<file path="config.mk">
export PLATFORM = sky130hd
export DESIGN_NAME = byteunstuffer_flat
export DESIGN_NICKNAME = d
export VERILOG_FILES = /design/src/rtl/byteunstuffer_if.sv /design/src/rtl/byteunstuffer.sv /design/src/flat_wrapper.sv
export SDC_FILE = /design/constraint.sdc
export NUM_CORES = 1
export LEC_CHECK = 0
export BUFFER_PORTS_ARGS = -buffer_cell sky130_fd_sc_hd__buf_2
export CORE_UTILIZATION = 30
export CTS_CLUSTER_SIZE = 8
export DETAILED_ROUTE_END_ITERATION = 7
export PLACE_DENSITY = 0.47
export SLEW_MARGIN = 25
export SYNTH_ARGS = -nofsm -noshare
export SYNTH_HDL_FRONTEND = slang
export SYNTH_SLANG_ARGS = --single-unit
</file>
<file path="constraint.sdc">
create_clock -name clock -period 3.4 [get_ports clock]
set_input_delay 0.17 -clock clock [delete_from_list [all_inputs] [get_ports clock]]
set_output_delay 0.17 -clock clock [all_outputs]
set_load 0.03 [all_outputs]
</file>
<file path="src/rtl/byteunstuffer_if.sv">
// Byte-stream bus for the JPEG byte unstuffer: raw input bytes in,
// destuffed data/marker entries out with ready/valid and a sticky overflow.
interface byteunstuffer_if;
  logic       data_in_valid;
  logic [7:0] data_in;
  logic       data_out_ready;
  logic       data_out_valid;
  logic [7:0] data_out;
  logic       data_out_is_marker;
  logic       overflow;

  modport master (
    output data_in_valid, data_in, data_out_ready,
    input  data_out_valid, data_out, data_out_is_marker, overflow
  );

  modport slave (
    input  data_in_valid, data_in, data_out_ready,
    output data_out_valid, data_out, data_out_is_marker, overflow
  );
endinterface

</file>
<file path="src/rtl/byteunstuffer.sv">
// JPEG entropy-segment byte unstuffer: drops the 0x00 after 0xFF, skips fill
// bytes, tags markers, and queues results in a small ready/valid output FIFO.
module byteunstuffer #(
  parameter int unsigned FIFO_DEPTH_LOG2 = 4
) (
  input  logic            clock,
  input  logic            nreset,
  byteunstuffer_if.slave  bus
);

  localparam int unsigned PTR_W = (FIFO_DEPTH_LOG2 < 1) ? 1 : FIFO_DEPTH_LOG2;
  localparam int unsigned CNT_W = PTR_W + 1;
  localparam int unsigned DEPTH = 1 << PTR_W;

  typedef struct packed {
    logic       is_marker;
    logic [7:0] data;
  } entry_t;

  typedef enum logic {
    ST_NORMAL = 1'b0,
    ST_SAW_FF = 1'b1
  } state_t;

  state_t             state_q, state_d;
  logic               push_c;
  entry_t             push_entry_c;

  entry_t             mem_q [DEPTH];
  logic [PTR_W-1:0]   wr_ptr_q, wr_ptr_d;
  logic [PTR_W-1:0]   rd_ptr_q, rd_ptr_d;
  logic [CNT_W-1:0]   count_q, count_d;
  logic               overflow_q, overflow_d;
  logic               full_c, pop_c, wr_c;
  entry_t             head_c;

  // Parser state register
  always_ff @(posedge clock or negedge nreset) begin
    if (!nreset) state_q <= ST_NORMAL;
    else         state_q <= state_d;
  end

  // Parser next state and push request
  always_comb begin
    state_d      = state_q;
    push_c       = 1'b0;
    push_entry_c = '0;
    if (bus.data_in_valid) begin
      unique case (state_q)
        ST_NORMAL: begin
          if (bus.data_in == 8'hFF) begin
            state_d = ST_SAW_FF;
          end else begin
            push_c       = 1'b1;
            push_entry_c = '{is_marker: 1'b0, data: bus.data_in};
          end
        end
        ST_SAW_FF: begin
          if (bus.data_in == 8'h00) begin
            push_c       = 1'b1;
            push_entry_c = '{is_marker: 1'b0, data: 8'hFF};
            state_d      = ST_NORMAL;
          end else if (bus.data_in != 8'hFF) begin
            push_c       = 1'b1;
            push_entry_c = '{is_marker: 1'b1, data: bus.data_in};
            state_d      = ST_NORMAL;
          end
        end
        default: state_d = ST_NORMAL;
      endcase
    end
  end

  // A full FIFO still accepts a push when the head leaves on the same edge
  always_comb begin
    full_c     = (count_q == CNT_W'(DEPTH));
    pop_c      = (count_q != '0) && bus.data_out_ready;
    wr_c       = push_c && (!full_c || pop_c);
    overflow_d = overflow_q | (push_c && full_c && !pop_c);
    wr_ptr_d   = wr_c  ? wr_ptr_q + PTR_W'(1) : wr_ptr_q;
    rd_ptr_d   = pop_c ? rd_ptr_q + PTR_W'(1) : rd_ptr_q;
    unique case ({wr_c, pop_c})
      2'b10:   count_d = count_q + CNT_W'(1);
      2'b01:   count_d = count_q - CNT_W'(1);
      default: count_d = count_q;
    endcase
  end

  always_ff @(posedge clock or negedge nreset) begin
    if (!nreset) begin
      wr_ptr_q   <= '0;
      rd_ptr_q   <= '0;
      count_q    <= '0;
      overflow_q <= 1'b0;
    end else begin
      wr_ptr_q   <= wr_ptr_d;
      rd_ptr_q   <= rd_ptr_d;
      count_q    <= count_d;
      overflow_q <= overflow_d;
    end
  end

  // Storage is cleared on reset so the idle head reads as 0x00
  always_ff @(posedge clock or negedge nreset) begin
    if (!nreset) begin
      for (int i = 0; i < int'(DEPTH); i++) mem_q[i] <= '0;
    end else if (wr_c) begin
      mem_q[wr_ptr_q] <= push_entry_c;
    end
  end

  assign head_c                 = mem_q[rd_ptr_q];
  assign bus.data_out_valid     = (count_q != '0);
  assign bus.data_out           = head_c.data;
  assign bus.data_out_is_marker = head_c.is_marker;
  assign bus.overflow           = overflow_q;

endmodule

</file>
<file path="src/flat_wrapper.sv">
// flat-port wrapper written by rule: the top's interface ports become plain ports
module byteunstuffer_flat 
#(
  parameter int unsigned FIFO_DEPTH_LOG2 = 4
)
  (clock, nreset, bus_data_in_valid, bus_data_in, bus_data_out_ready, bus_data_out_valid, bus_data_out, bus_data_out_is_marker, bus_overflow);
  byteunstuffer_if bus_i ();
  input  logic clock;
  input  logic nreset;
  input wire logic [$bits(bus_i.data_in_valid)-1:0] bus_data_in_valid;
  input wire logic [$bits(bus_i.data_in)-1:0] bus_data_in;
  input wire logic [$bits(bus_i.data_out_ready)-1:0] bus_data_out_ready;
  output wire logic [$bits(bus_i.data_out_valid)-1:0] bus_data_out_valid;
  output wire logic [$bits(bus_i.data_out)-1:0] bus_data_out;
  output wire logic [$bits(bus_i.data_out_is_marker)-1:0] bus_data_out_is_marker;
  output wire logic [$bits(bus_i.overflow)-1:0] bus_overflow;
  assign bus_i.data_in_valid = bus_data_in_valid;
  assign bus_i.data_in = bus_data_in;
  assign bus_i.data_out_ready = bus_data_out_ready;
  assign bus_data_out_valid = bus_i.data_out_valid;
  assign bus_data_out = bus_i.data_out;
  assign bus_data_out_is_marker = bus_i.data_out_is_marker;
  assign bus_overflow = bus_i.overflow;
  byteunstuffer #(.FIFO_DEPTH_LOG2(FIFO_DEPTH_LOG2)) u_core (.clock(clock), .nreset(nreset), .bus(bus_i));
endmodule
</file>
---- Yosys cells after proc, flatten, opt, wreduce, memory -nomap -nowiden ----
Index checks and enable logic that the tools add are counted.
storage, ports and cells
  memories kept ........................... 0
  latch bits .............................. 0
  bits in writable memories ............... 0
  flip-flop bits (word level) ............. 159
  input bits .............................. 12
  ROM bits ................................ 0
  output and inout bits ................... 11
operators by class
  shift-type cells ........................ 0
  bitwise operators ....................... 4
  reductions and logical operators ........ 11
  $mul .................................... 0
  muxes and demuxes ....................... 21
  div/mod/pow operators ................... 0
  magnitude comparators ................... 3
  equal/unequal tests ..................... 5
  $add $sub $neg .......................... 4
operators with widths
  kind                 number
  $bwmux 144           1
  $mux 9               6
  $bmux 9 s4           1
  $demux 9 s4          1
  $pmux 9 s2           1
  $ge 5x5->1 const B   2
  $not 4->5            2
  $pmux 5 s2           1
  $add 4x1->4 const B  2
  $eq 8x8->1 const B   1
  $logic_not 8->1      1
  $mux 8               1
  $ne 8x8->1 const B   1
  $mux 1               7
  $add 5x1->5 const B  1
  $eq 5x5->1 const B   1
  $logic_and 1x1->1    5
  $lt 5x1->1 const B   1
  $reduce_bool 5->1    1
  $sub 5x1->5 const B  1
  $pmux 1 s2           2
  $eq 2x1->1 const B   1
  $eq 2x2->1 const B   1
  $logic_not 1->1      2
  4 further kinds      4

---- Logic depth before layout (Yosys ltp) ----
Gate-level depths: netlist (run 1).
  word-level depth ........................ 8
  depth in mapped cells ................... 13
  depth with buffers taken out ............ 10

---- Least setup slack after synthesis (run 1) ----
Ideal clock, no wire load.
  kind .................................... reg-to-reg
  start point ............................. reg u_core.count_q[1]
  end point ............................... reg u_core.count_q[4]
  arrival time ............................ 3.096 ns
  setup time .............................. 0.135 ns
  path buffers ............................ 3
  clock period less this slack ............ 3.231 ns
  stages on the path, launching flop included .. 14
  slack ................................... 0.169 ns
  required time ........................... 3.265 ns
  path through ............................ dfrtp_1 -> buf_6 -> or4_4 -> or3b_1 -> buf_2 -> nand3_1 -> ha_1 -> clkbuf_1 -> xor2_1 -> ha_1 -> or2_2 -> a31oi_1 -> o31ai_1 -> xor2_1
on the way
  longest elaborated chain between the ends .. 6
  elaborated cells on any way between the ends .. 12
  classes of those cells .................. add/sub (2); eq/ne (3); mux (1); reduce/logical (6)
ends and longest elaborated chain
  element                                                      line                                      text
  start: declaration                                           byteunstuffer.sv:32                       logic [CNT_W-1:0] count_q, count_d;
  start signal: assignment                                     byteunstuffer.sv:98                       count_q <= count_d;
  $eq 5x5->1 / $reduce_bool 5->1 (equally long branches)       byteunstuffer.sv:76, byteunstuffer.sv:77
  $logic_not 1->1 / $logic_and 1x1->1 (equally long branches)  byteunstuffer.sv:78, byteunstuffer.sv:77
  $logic_or 1x1->1                                             byteunstuffer.sv:78                       wr_c = push_c && (!full_c || pop_c);
  $logic_and 1x1->1                                            byteunstuffer.sv:78
  $eq 2x1->1 / $eq 2x2->1 (equally long branches)              byteunstuffer.sv:82                       unique case ({wr_c, pop_c})
  $pmux 5 s2 / $reduce_bool 2->1 (equally long branches)       -
Several ways; a longest one is shown, not always the timed one.
A chain may end at the register's enable or synchronous reset.

---- Worst setup path after layout (run 1) ----
Same ends and word-level chain as after synthesis.

==> metrics.md, run 1 <==
| Metric | Value |
|---|---|
| Worst EP arrival | 3.48 ns |
| Fin crit period | 3.180 ns |
| Fraction of layout cells with a size suffix above 1 | 51.61% |
| Final worst path period share | 93.52% |
| Cell with the most instances after synthesis | dfrtp_1 |
| Crit Path Max Fanout | 8 |
| Total gr overflow | 0 |
| CTS max path bufs | 2 |
| Iter 0 DRT Violations | 326 |
| Hold Path Origin | bus_data_in[1] |
| Post-synthesis cell area | 7959 um2 |
| Switching portion of total power | 34.82% |
| Post-Syn Nets | 539 |
| Synth area leaders | dfrtp_1 50%, mux2_2 15%, mux4_2 10% |
| Setup TNS | 0 ns |
| Reg power frac | 38.7% |
| Vias | 4487 |
| CP Data Required Time | 3.70 ns |
| Area delta synth->final | 14.13% |
| First-pass GRT wire length | 30.19 mm |
| Compound-gate portion of the synthesized area | 3.223% |
| FF-to-FF path depth | 10 |
| Pin slew with the least headroom to its limit | 0.9102 ns |
| Rows | 59 |
| XOR/XNOR Fraction of Synth Area | 1.211% |
| RSZ-0062 raised after global routing | false |
| Worst ir drop on vdd | 0.0003856 V |
| Slew headroom | 39.10% |
| Power Density | 880.0 nW/um2 |
| Post-detailed-placement half-perimeter wirelength | 12.83 mm |
| Post-synth ARST share | 100.0% |
| Skew final | 0.01035 ns |
| Leakage | 0.003971 uW |
| Share of the synthesized area in the top cell type | 49.99% |
| Post-CTS Setup Inserts | 0 |
| CP endpoint kind | register |
| I/O Pins | 23 |
| Synth cell count leaders | 159 x dfrtp_1, 107 x mux2_2, 41 x mux2_4 |
| Reg2reg end | u_core.count_q[4] |
| Total wire length | 19.31 mm |
| Htree depth | 4 |
| TritonCTS clock tree | yes |
| Final count of negative-setup-slack endpoints | 0 |
| DIE HEIGHT | 164.9 um |
| Met2 Usage GRT | 25.25% |
| Hold Path Cell Cnt | 3 |
| Post-synthesis sequential area ratio | 49.99% |
| Antenna Nets Post-Route | 0 |
| M3 GR Usage | 3.290% |
| R2R Setup Slk | 0.22 ns |
| Core area | 26060 um2 |
| Synthesized instance count | 518 |
| Top Usage Layer GRT | met2 |
| Post-synth EDFFs | 0 |
| Global Route Usage Sum | 15.33% |
| Yosys Warn Count | 0 |
| Post-synthesis mux area share | 33.19% |
| Initial antenna violation count | 0 |
| Clock group share of total power | 23.2% |
| CP Launch Type | register |
| Die X | 164.9 um |
| Synth Area in Adders | 1.415% |
| DR vias/cell | 5.025 |
| Number of global-route vias before repair | 4958 |
| WL/cell | 21.62 um |
| Combinational family with the most area after synthesis | multiplexers |
| Ys flop type | dfrtp_1 |
| Cell accounting for the most synthesized area | dfrtp_1 |
| Critical Path Source | u_core.count_q[1] |
| TritonCTS Buffers | 17 |
| Combinational cell fraction of total power | 38.1% |
| Reg2Reg Launch Point | u_core.count_q[1] |
| Final #Nets | 566 |
| Synth Area in Simple Gates | 8.756% |
| Met1 GRT Util | 19.87% |
| Yosys reg bits | 159 |
| Switching pwr | 2783 uW |
| Worst skew pair latency | 0.43 ns |
| N_diodes | 0 |
| Crit path kind | reg2reg |
| Worst Hold End | u_core.mem_q[64] |
| Root buffer cell | clkbuf_16 |
| PortBufs | 22 |
| Final Wtd Congestion | 0.7747 |
| Int Pwr | 5210 uW |
| DIE AREA | 27190 um2 |
| Yosys cell types | 49 |
| Initial core utilization | 30.54% |
| Status | finished, final reports clean |
| Total chip power | 7994 uW |
| Clock Sinks | 159 |
| Post-synthesis average cell area | 15.36 um2 |
| Peak Freq | 0.3145 GHz |
| Pins Over Slew Limit | 0 |
| Worst Hold Class | in2reg |
| Final hold vios | 0 |
| TritonRoute pass-1 iters | 4 |
| Reg clk slew, reported paths | 0.08 ns |
| Largest net degree at the start of global routing | 85 |
| DRC violations left | 0 |
| Max-cap violations | 0 |
cells by family after synthesis:
group / count (synthesis)
adder cells (fa/ha/maj): 9
AND/OR/NAND/NOR: 84
flip-flops: 159
AO/OA/AOI/OAI: 34
XOR/XNOR: 11
buffers and inverters: 36
multiplexers: 185
cell usage in the layout, fill, tap and decap left out, drive strengths merged, types with 3 or more instances in the layout:
| cell type | count |
|---|---|
| nand4 | 5 |
| nand3 | 8 |
| dfrtp | 159 |
| a22oi | 18 |
| nand2b | 7 |
| nor2b | 4 |
| mux4 | 36 |
| xor2 | 4 |
| nor2 | 5 |
| clkbuf | 17 |
| nor3 | 7 |
| nor4 | 6 |
| xnor2 | 7 |
| nor4b | 8 |
| nand2 | 21 |
| ha | 9 |
| buf | 40 |
| mux2 | 148 |
| or2 | 3 |
| a31o | 8 |
| inv | 12 |
| clkinv | 3 |
| clkinvlp | 3 |
how the worst max path moves through the flow:
stage                        endpoint  slack (ns)  cells after the start
detailed placement  u_core.count_q[4]        0.21                     10
global route        u_core.count_q[4]       0.002                     10
floorplan           u_core.count_q[4]        0.17                     13
global placement    u_core.count_q[4]        0.32                     10
CTS                 u_core.count_q[4]        0.21                     10
finish              u_core.count_q[4]        0.22                     10
registers in the layout, indices dropped and copies added, names as in the netlist:
name / cells
u_core.mem_q: 144
u_core.count_q: 5
u_core.rd_ptr_q: 4
u_core.wr_ptr_q: 4
u_core.bus.overflow: 1
u_core.state_q: 1
worst max-delay path, stage by stage (launching register included):
cell     delay (ns)
dfrtp_1        0.47
or4_4          0.61
or3b_1         0.39
nand3_1        0.19
ha_1           0.37
xor2_1         0.13
ha_1           0.23
or2_2          0.27
a31oi_1        0.17
o31ai_1        0.09
xor2_1         0.15
layer usage:
| metal | share of wire, % | vias to the layer above |
|---|---|---|
| met2 | 50 | 70 |
| met4 | 1.9 | 0 |
| met1 | 44 | 2395 |
| met5 | 0 | - |
| li1 | - | 2004 |
| met3 | 3.4 | 18 |
power groups by stage:
| stage | Clock (uW) | Sequential, uW | Combinational, uW |
|---|---|---|---|
| CTS | 1910 | 3090 | 3110 |
| finish | 1850 | 3100 | 3040 |
| global placement | 0 | 3070 | 3030 |
| global route | 2000 | 3190 | 3280 |
| floorplan | 0 | 2900 | 2430 |
| detailed placement | 0 | 3120 | 3090 |
stage by stage:
| step | area [um2] | worst slack [ns] | util, % | cells | hold WS [ns] |
|---|---|---|---|---|---|
| finish | 9084 | 0.2205 | 34.86 | 893 | 0.1268 |
| global route | 9084 | 0.001669 | 34.86 | 893 | 0.1337 |
| CTS | 9084 | 0.2077 | 34.86 | 893 | 0.1154 |
| detailed placement | 8504 | 0.2149 | 32.64 | 860 | 0.2794 |
| global placement | 8504 | 0.3228 | 32.64 | 860 | 0.2589 |
| floorplan | 7959 | 0.1691 | - | 518 | -0.1256 |
layout make-up:
class / instances / area [um2]
clock buffers: 17 / 425.4
clock inverters: 15 / 143.9
fillers: 2482 / 16980
inverters: 3 / 11.26
multi-input cells: 323 / 3817
flip-flops and latches: 159 / 3980
well taps: 335 / 419.2
repair buffers: 41 / 286.5
what timing repair did:
item	4_1_cts	5_1_grt
hold buffers	1	0
endpoints found under the hold margin	81	0
gates resized for setup	0	0
Note: power is estimated with default switching activity, not from simulation.
==> run 2, diff against run 1 <==
--- a/config.mk
+++ b/config.mk
@@ -6,10 +6,12 @@
 export NUM_CORES = 1
 export LEC_CHECK = 0
 export BUFFER_PORTS_ARGS = -buffer_cell sky130_fd_sc_hd__buf_2
+export CELL_PAD_IN_SITES_DETAIL_PLACEMENT = 0
+export CELL_PAD_IN_SITES_GLOBAL_PLACEMENT = 1
 export CORE_UTILIZATION = 30
 export CTS_CLUSTER_SIZE = 8
 export DETAILED_ROUTE_END_ITERATION = 7
-export PLACE_DENSITY = 0.47
+export PLACE_DENSITY = 0.53
 export SLEW_MARGIN = 25
 export SYNTH_ARGS = -nofsm -noshare
 export SYNTH_HDL_FRONTEND = slang
==> run 2 against run 1 <==
Net effect:
- count of clock-buffer cells in the layout is the same
- combinational power is essentially flat
- clock power grew 6%
- via count shrank 0.16%
- largest power group unchanged
- power grew 1.1%
- die area is the same
- non-clock buffer count shrank 3
- maximum frequency grew 0.24%
- flip-flop and latch count is the same
==> metrics.md, run 2 (same netlist as run 1, synthesis figures left out) <==
| Metric | Value |
|---|---|
| Final core utilization | 34.98% |
| Number of global-route vias before repair | 4883 |
| Worst ir drop on vdd | 0.0003454 V |
| First-pass GRT wire length | 29.71 mm |
| Root buffer cell | clkbuf_16 |
| Rows | 59 |
| TritonCTS Buffers | 17 |
| Combinational cell fraction of total power | 37.7% |
| Skew final | 0.01136 ns |
| DIE AREA | 27190 um2 |
| Leakage | 0.003977 uW |
| Global Route Usage Sum | 15.12% |
| PortBufs | 22 |
| Vias | 4480 |
| Initial antenna violation count | 0 |
| Most frequent cells in the layout | 158 x dfrtp_1, 107 x mux2_2, 41 x mux2_4, 36 x mux4_2 |
| Final Wtd Congestion | 0.7460 |
| TritonCTS clock tree | yes |
| DIE HEIGHT | 164.9 um |
| CP Launch Type | register |
| RSZ-0062 raised after global routing | false |
| Max reg flops | 144 |
| Power Density | 886.5 nW/um2 |
| Switching portion of total power | 33.74% |
| Final #Nets | 563 |
| Fin Hold WS | 0.1431 ns |
| DR vias/cell | 5.034 |
| Total wire length | 19.02 mm |
| Worst skew pair latency | 0.43 ns |
| Fraction of layout cells with a size suffix above 1 | 51.17% |
| Peak Freq | 0.3153 GHz |
| Filler instances | 2487 |
| Status | finished, final reports clean |
| Top Registers | u_core.mem_q (144), u_core.count_q (5) |
| Reg clk slew, reported paths | 0.07 ns |
| Slew headroom | 34.91% |
| Slowest cell on the critical path | or4_4 |
| Core area | 26060 um2 |
| Clock Sinks | 159 |
| Fin crit period | 3.172 ns |
| CP Data Required Time | 3.71 ns |
| Pins Over Slew Limit | 0 |
| Int Pwr | 5354 uW |
| TritonRoute pass-1 iters | 4 |
| CTS max path bufs | 2 |
| Crit path kind | reg2reg |
| Most flop-heavy register | u_core.mem_q |
| Pin slew with the least headroom to its limit | 0.9722 ns |
| Worst path cell trace | or4_4 -> or3b_1 -> nand3_1 -> ha_1 -> xor2_1 -> ha_1 -> or2_2 -> a31oi_1 -> o31ai_1 -> xor2_1 |
| Die X | 164.9 um |
| R2R Setup Slk | 0.23 ns |
| Htree depth | 4 |
| Antenna Nets Post-Route | 0 |
| Setup TNS | 0 ns |
| Post-detailed-placement half-perimeter wirelength | 12.67 mm |
| CP endpoint kind | register |
| Crit Path Max Fanout | 8 |
| Worst Hold Class | in2reg |
| Switching pwr | 2727 uW |
| N_diodes | 0 |
| Post-CTS Setup Inserts | 0 |
| Area delta synth->final | 14.54% |
| Final worst path period share | 93.30% |
| Total gr overflow | 0 |
| Clock group share of total power | 24.3% |
| Iter 0 DRT Violations | 212 |
| I/O Pins | 23 |
| Largest net degree at the start of global routing | 89 |
| Final count of negative-setup-slack endpoints | 0 |
| CP max stage delay | 0.60 ns |
| Reg power frac | 38.0% |
| Initial core utilization | 30.54% |
| WL/cell | 21.37 um |
| Final hold vios | 0 |
| Commonest non-fill, non-tap cell in the layout | dfrtp_1 |
| DRC violations left | 0 |
| Worst EP arrival | 3.48 ns |
| Max-cap violations | 0 |
-- run 2: worst paths after layout --
| check | startpoint | end | cells after the start |
|---|---|---|---|
| max | u_core.count_q[1] | u_core.count_q[4] | 10 |
| min | bus_data_in[1] | u_core.mem_q[64] | 3 |
| max reg2reg | u_core.count_q[1] | u_core.count_q[4] | 10 |
| min reg2reg | u_core.bus.overflow | u_core.bus.overflow | 1 |
| max in group asynchronous | nreset | u_core.mem_q[7] | 3 |
| min in group asynchronous | nreset | u_core.mem_q[118] | 2 |
-- run 2: repair_timing --
item	in CTS	in global routing
gates resized for setup	0	0
hold buffers	1	0
endpoints found under the hold margin	71	0
-- run 2: power groups by stage --
stage | Combinational [uW] | Sequential [uW] | Clock, uW
detailed placement | 3100 | 3100 | 0
global route | 3270 | 3170 | 2090
CTS | 3110 | 3070 | 2010
global placement | 3060 | 3060 | 0
floorplan | 2430 | 2900 | 0
finish | 3050 | 3070 | 1960
-- run 2: layout make-up --
cell class | count | area [um2] | area share (%)
well taps | 335 | 419.2 | 4.598
clock inverters | 15 | 173.9 | 1.908
multi-input cells | 323 | 3830 | 42.01
clock buffers | 17 | 425.4 | 4.666
inverters | 3 | 11.26 | 0.1235
flip-flops and latches | 159 | 3980 | 43.66
repair buffers | 38 | 276.5 | 3.033
-- run 2: per-stage QoR --
stage          setup WS, ns  area [um2]  cells  power [uW]
6_report             0.2279        9116    890        8082
3_3_place_gp         0.3139        8507    857        6116
2_1_floorplan        0.1691        7959    518        5328
3_5_place_dp         0.2406        8507    857        6200
5_1_grt             0.06263        9116    890        8532
4_1_cts              0.2246        9116    890        8190
-- run 2: critical path, delay by kind of cell, from the launching register on --
family | cells | cell delay [ns]
AND/OR/NAND/NOR | 4 | 1.45
adder cells (fa/ha/maj) | 2 | 0.61
flip-flops | 1 | 0.46
XOR/XNOR | 2 | 0.27
AO/OA/AOI/OAI | 2 | 0.26
-- run 2: per-layer routing --
layer	GRT usage, %	share of wire [%]
met1	20.47	48
met2	24.10	48
met4	4.545	1.3
met5	0	0
met3	3.340	3.0
==> run 3, diff against run 2 <==
==> constraint.sdc (replaced) <==
create_clock -name clock -period 3.4 [get_ports clock]
set_input_delay 0.17 -clock clock [delete_from_list [all_inputs] [get_ports clock]]
set_output_delay 0.17 -clock clock [all_outputs]
set_load 0.1 [all_outputs]
==> run 3 against run 2 <==
Net effect:
- clock power shrank 6%
- critical path type unchanged
- maximum frequency grew 0.77%
- combinational power grew 19%
- register-to-register slack gained 0.02 ns
- flip-flop and latch count is the same
- first-iteration DRC count grew 29%
- power grew 5.8%
- non-clock buffer count grew 5
- worst hold slack gained 0.025 ns
- die area is the same
- sequential power is essentially flat
==> metrics.md, run 3 (same netlist as run 1, synthesis figures left out) <==
| Metric | Value |
|---|---|
| Crit path kind | reg2reg |
| Pins Over Slew Limit | 0 |
| TritonCTS Buffers | 17 |
| Initial antenna violation count | 1 |
| Setup TNS | 0 ns |
| Max-cap violations | 0 |
| Worst ir drop on vdd | 0.0004844 V |
| CP Data Required Time | 3.71 ns |
| Antenna Nets Post-Route | 0 |
| CTS max path bufs | 2 |
| Hold Path Origin | bus_data_in[1] |
| Final worst path period share | 92.58% |
| CP delay by family, top | simple AND/OR/NAND/NOR gates |
| Root buffer cell | clkbuf_16 |
| Fraction of layout cells with a size suffix above 1 | 51.43% |
| Total wire length | 19.32 mm |
| Slowest cell on the critical path | or4_4 |
| Fin crit period | 3.148 ns |
| Final #Nets | 568 |
| Total gr overflow | 0 |
| Worst Hold Class | in2reg |
| CP Launch Type | register |
| N_diodes | 0 |
| Slew headroom | 37.96% |
| TritonCTS clock tree | yes |
| WL/cell | 21.58 um |
| CP max stage delay | 0.60 ns |
| Top Registers | u_core.mem_q (144), u_core.count_q (5) |
| Core area | 26060 um2 |
| First-pass GRT wire length | 30.51 mm |
| Worst path cell trace | or4_4 -> or3b_1 -> nand3_1 -> ha_1 -> xor2_1 -> ha_1 -> or2_2 -> a31oi_1 -> o31ai_1 -> xor2_1 |
| Clock Sinks | 159 |
| Max reg flops | 144 |
| Leakage | 0.003972 uW |
| Vias | 4559 |
| Rows | 59 |
| Largest net degree at the start of global routing | 75 |
| Pin slew with the least headroom to its limit | 0.9267 ns |
| Htree depth | 4 |
| RSZ-0062 raised after global routing | false |
| DIE AREA | 27190 um2 |
| Register Area | 3980 um2 |
| Worst EP arrival | 3.45 ns |
| Most flop-heavy register | u_core.mem_q |
| Crit Path Max Fanout | 8 |
| Final Wtd Congestion | 0.7105 |
| Final count of negative-setup-slack endpoints | 0 |
| Total of cells resized after clock tree synthesis | 0 |
| DIE HEIGHT | 164.9 um |
| Number of global-route vias before repair | 4975 |
| Global Route Usage Sum | 15.54% |
| Area of the multi-input gates | 3830 um2 |
| Final hold vios | 0 |
| Combined buffer and inverter count along the critical path | 0 |
| Reg clk slew, reported paths | 0.07 ns |
| Skew final | 0.01139 ns |
| Worst skew pair latency | 0.43 ns |
| CP endpoint kind | register |
| Status | finished, final reports clean |
| Commonest non-fill, non-tap cell in the layout | dfrtp_1 |
| PortBufs | 22 |
| R2R Setup Slk | 0.25 ns |
| Critical Path Source | u_core.count_q[1] |
| Reg2Reg Launch Point | u_core.count_q[1] |
| Total chip power | 8551 uW |
| Initial core utilization | 30.54% |
| I/O Pins | 23 |
| TritonRoute pass-1 iters | 4 |
| Filler instances | 2490 |
| Power Density | 940.4 nW/um2 |
| DRC violations left | 0 |
| Area delta synth->final | 14.24% |
| Most frequent cells in the layout | 158 x dfrtp_1, 107 x mux2_2, 41 x mux2_4, 36 x mux4_2 |
| DR vias/cell | 5.094 |
| Peak Freq | 0.3177 GHz |
| Iter 0 DRT Violations | 274 |
| Die X | 164.9 um |
| Post-detailed-placement half-perimeter wirelength | 13.31 mm |
==> run 3: worst paths after layout <==
| path | cells after the start | end |
|---|---|---|
| min reg2reg | 1 | u_core.bus.overflow |
| min in group asynchronous | 2 | u_core.mem_q[73] |
| max in group asynchronous | 3 | u_core.mem_q[41] |
| max reg2reg | 10 | u_core.count_q[4] |
| min | 3 | u_core.mem_q[64] |
| max | 10 | u_core.count_q[4] |
==> run 3: final cells by class <==
cell class | count | area share, %
Timing Repair Buffer | 43 | 3.179
Inverter | 3 | 0.1238
Sequential cell | 159 | 43.77
Multi-Input combinational cell | 323 | 42.12
Clock inverter | 14 | 1.472
Clock buffer | 18 | 4.720
Tap cell | 335 | 4.610
==> run 3: metal layers <==
metal / vias to the layer above / global-route usage [%] / wire length, um
li1: 2009 / - / -
met1: 2476 / 21.73 / 9333
met2: 52 / 24.39 / 9267
met3: 20 / 2.712 / 465
met4: 2 / 4.837 / 242
met5: - / 0 / 9
==> run 3: repair_timing <==
item                                   CTS  global route
endpoints found under the hold margin   71             0
setup buffers                            0             0
hold buffers                             1             0
==> run 3: worst reg2reg max path: cells and delay by family (launching register included) <==
kind | cells | cell delay (ns)
flip-flops | 1 | 0.46
XOR/XNOR | 2 | 0.27
AO/OA/AOI/OAI | 2 | 0.25
AND/OR/NAND/NOR | 4 | 1.45
adder cells (fa/ha/maj) | 2 | 0.58
==> run 3: power by group <==
part,internal (uW),switching [uW]
Combinational,1630,1990
Sequential,2610,475
Clock,1020,829
==> run 3: stage by stage <==
step           worst slack (ns)  hold slack (ns)  utilization (%)  std cells  instance area (um2)
2_1_floorplan            0.1691          -0.1256                -        518                 7959
3_3_place_gp             0.3167           0.2383            32.69        862                 8519
3_5_place_dp             0.2443           0.2494            32.69        862                 8519
4_1_cts                  0.2215           0.1517            34.89        895                 9092
5_1_grt                  0.1166           0.1778            34.89        895                 9092
6_report                 0.2522           0.1682            34.89        895                 9092
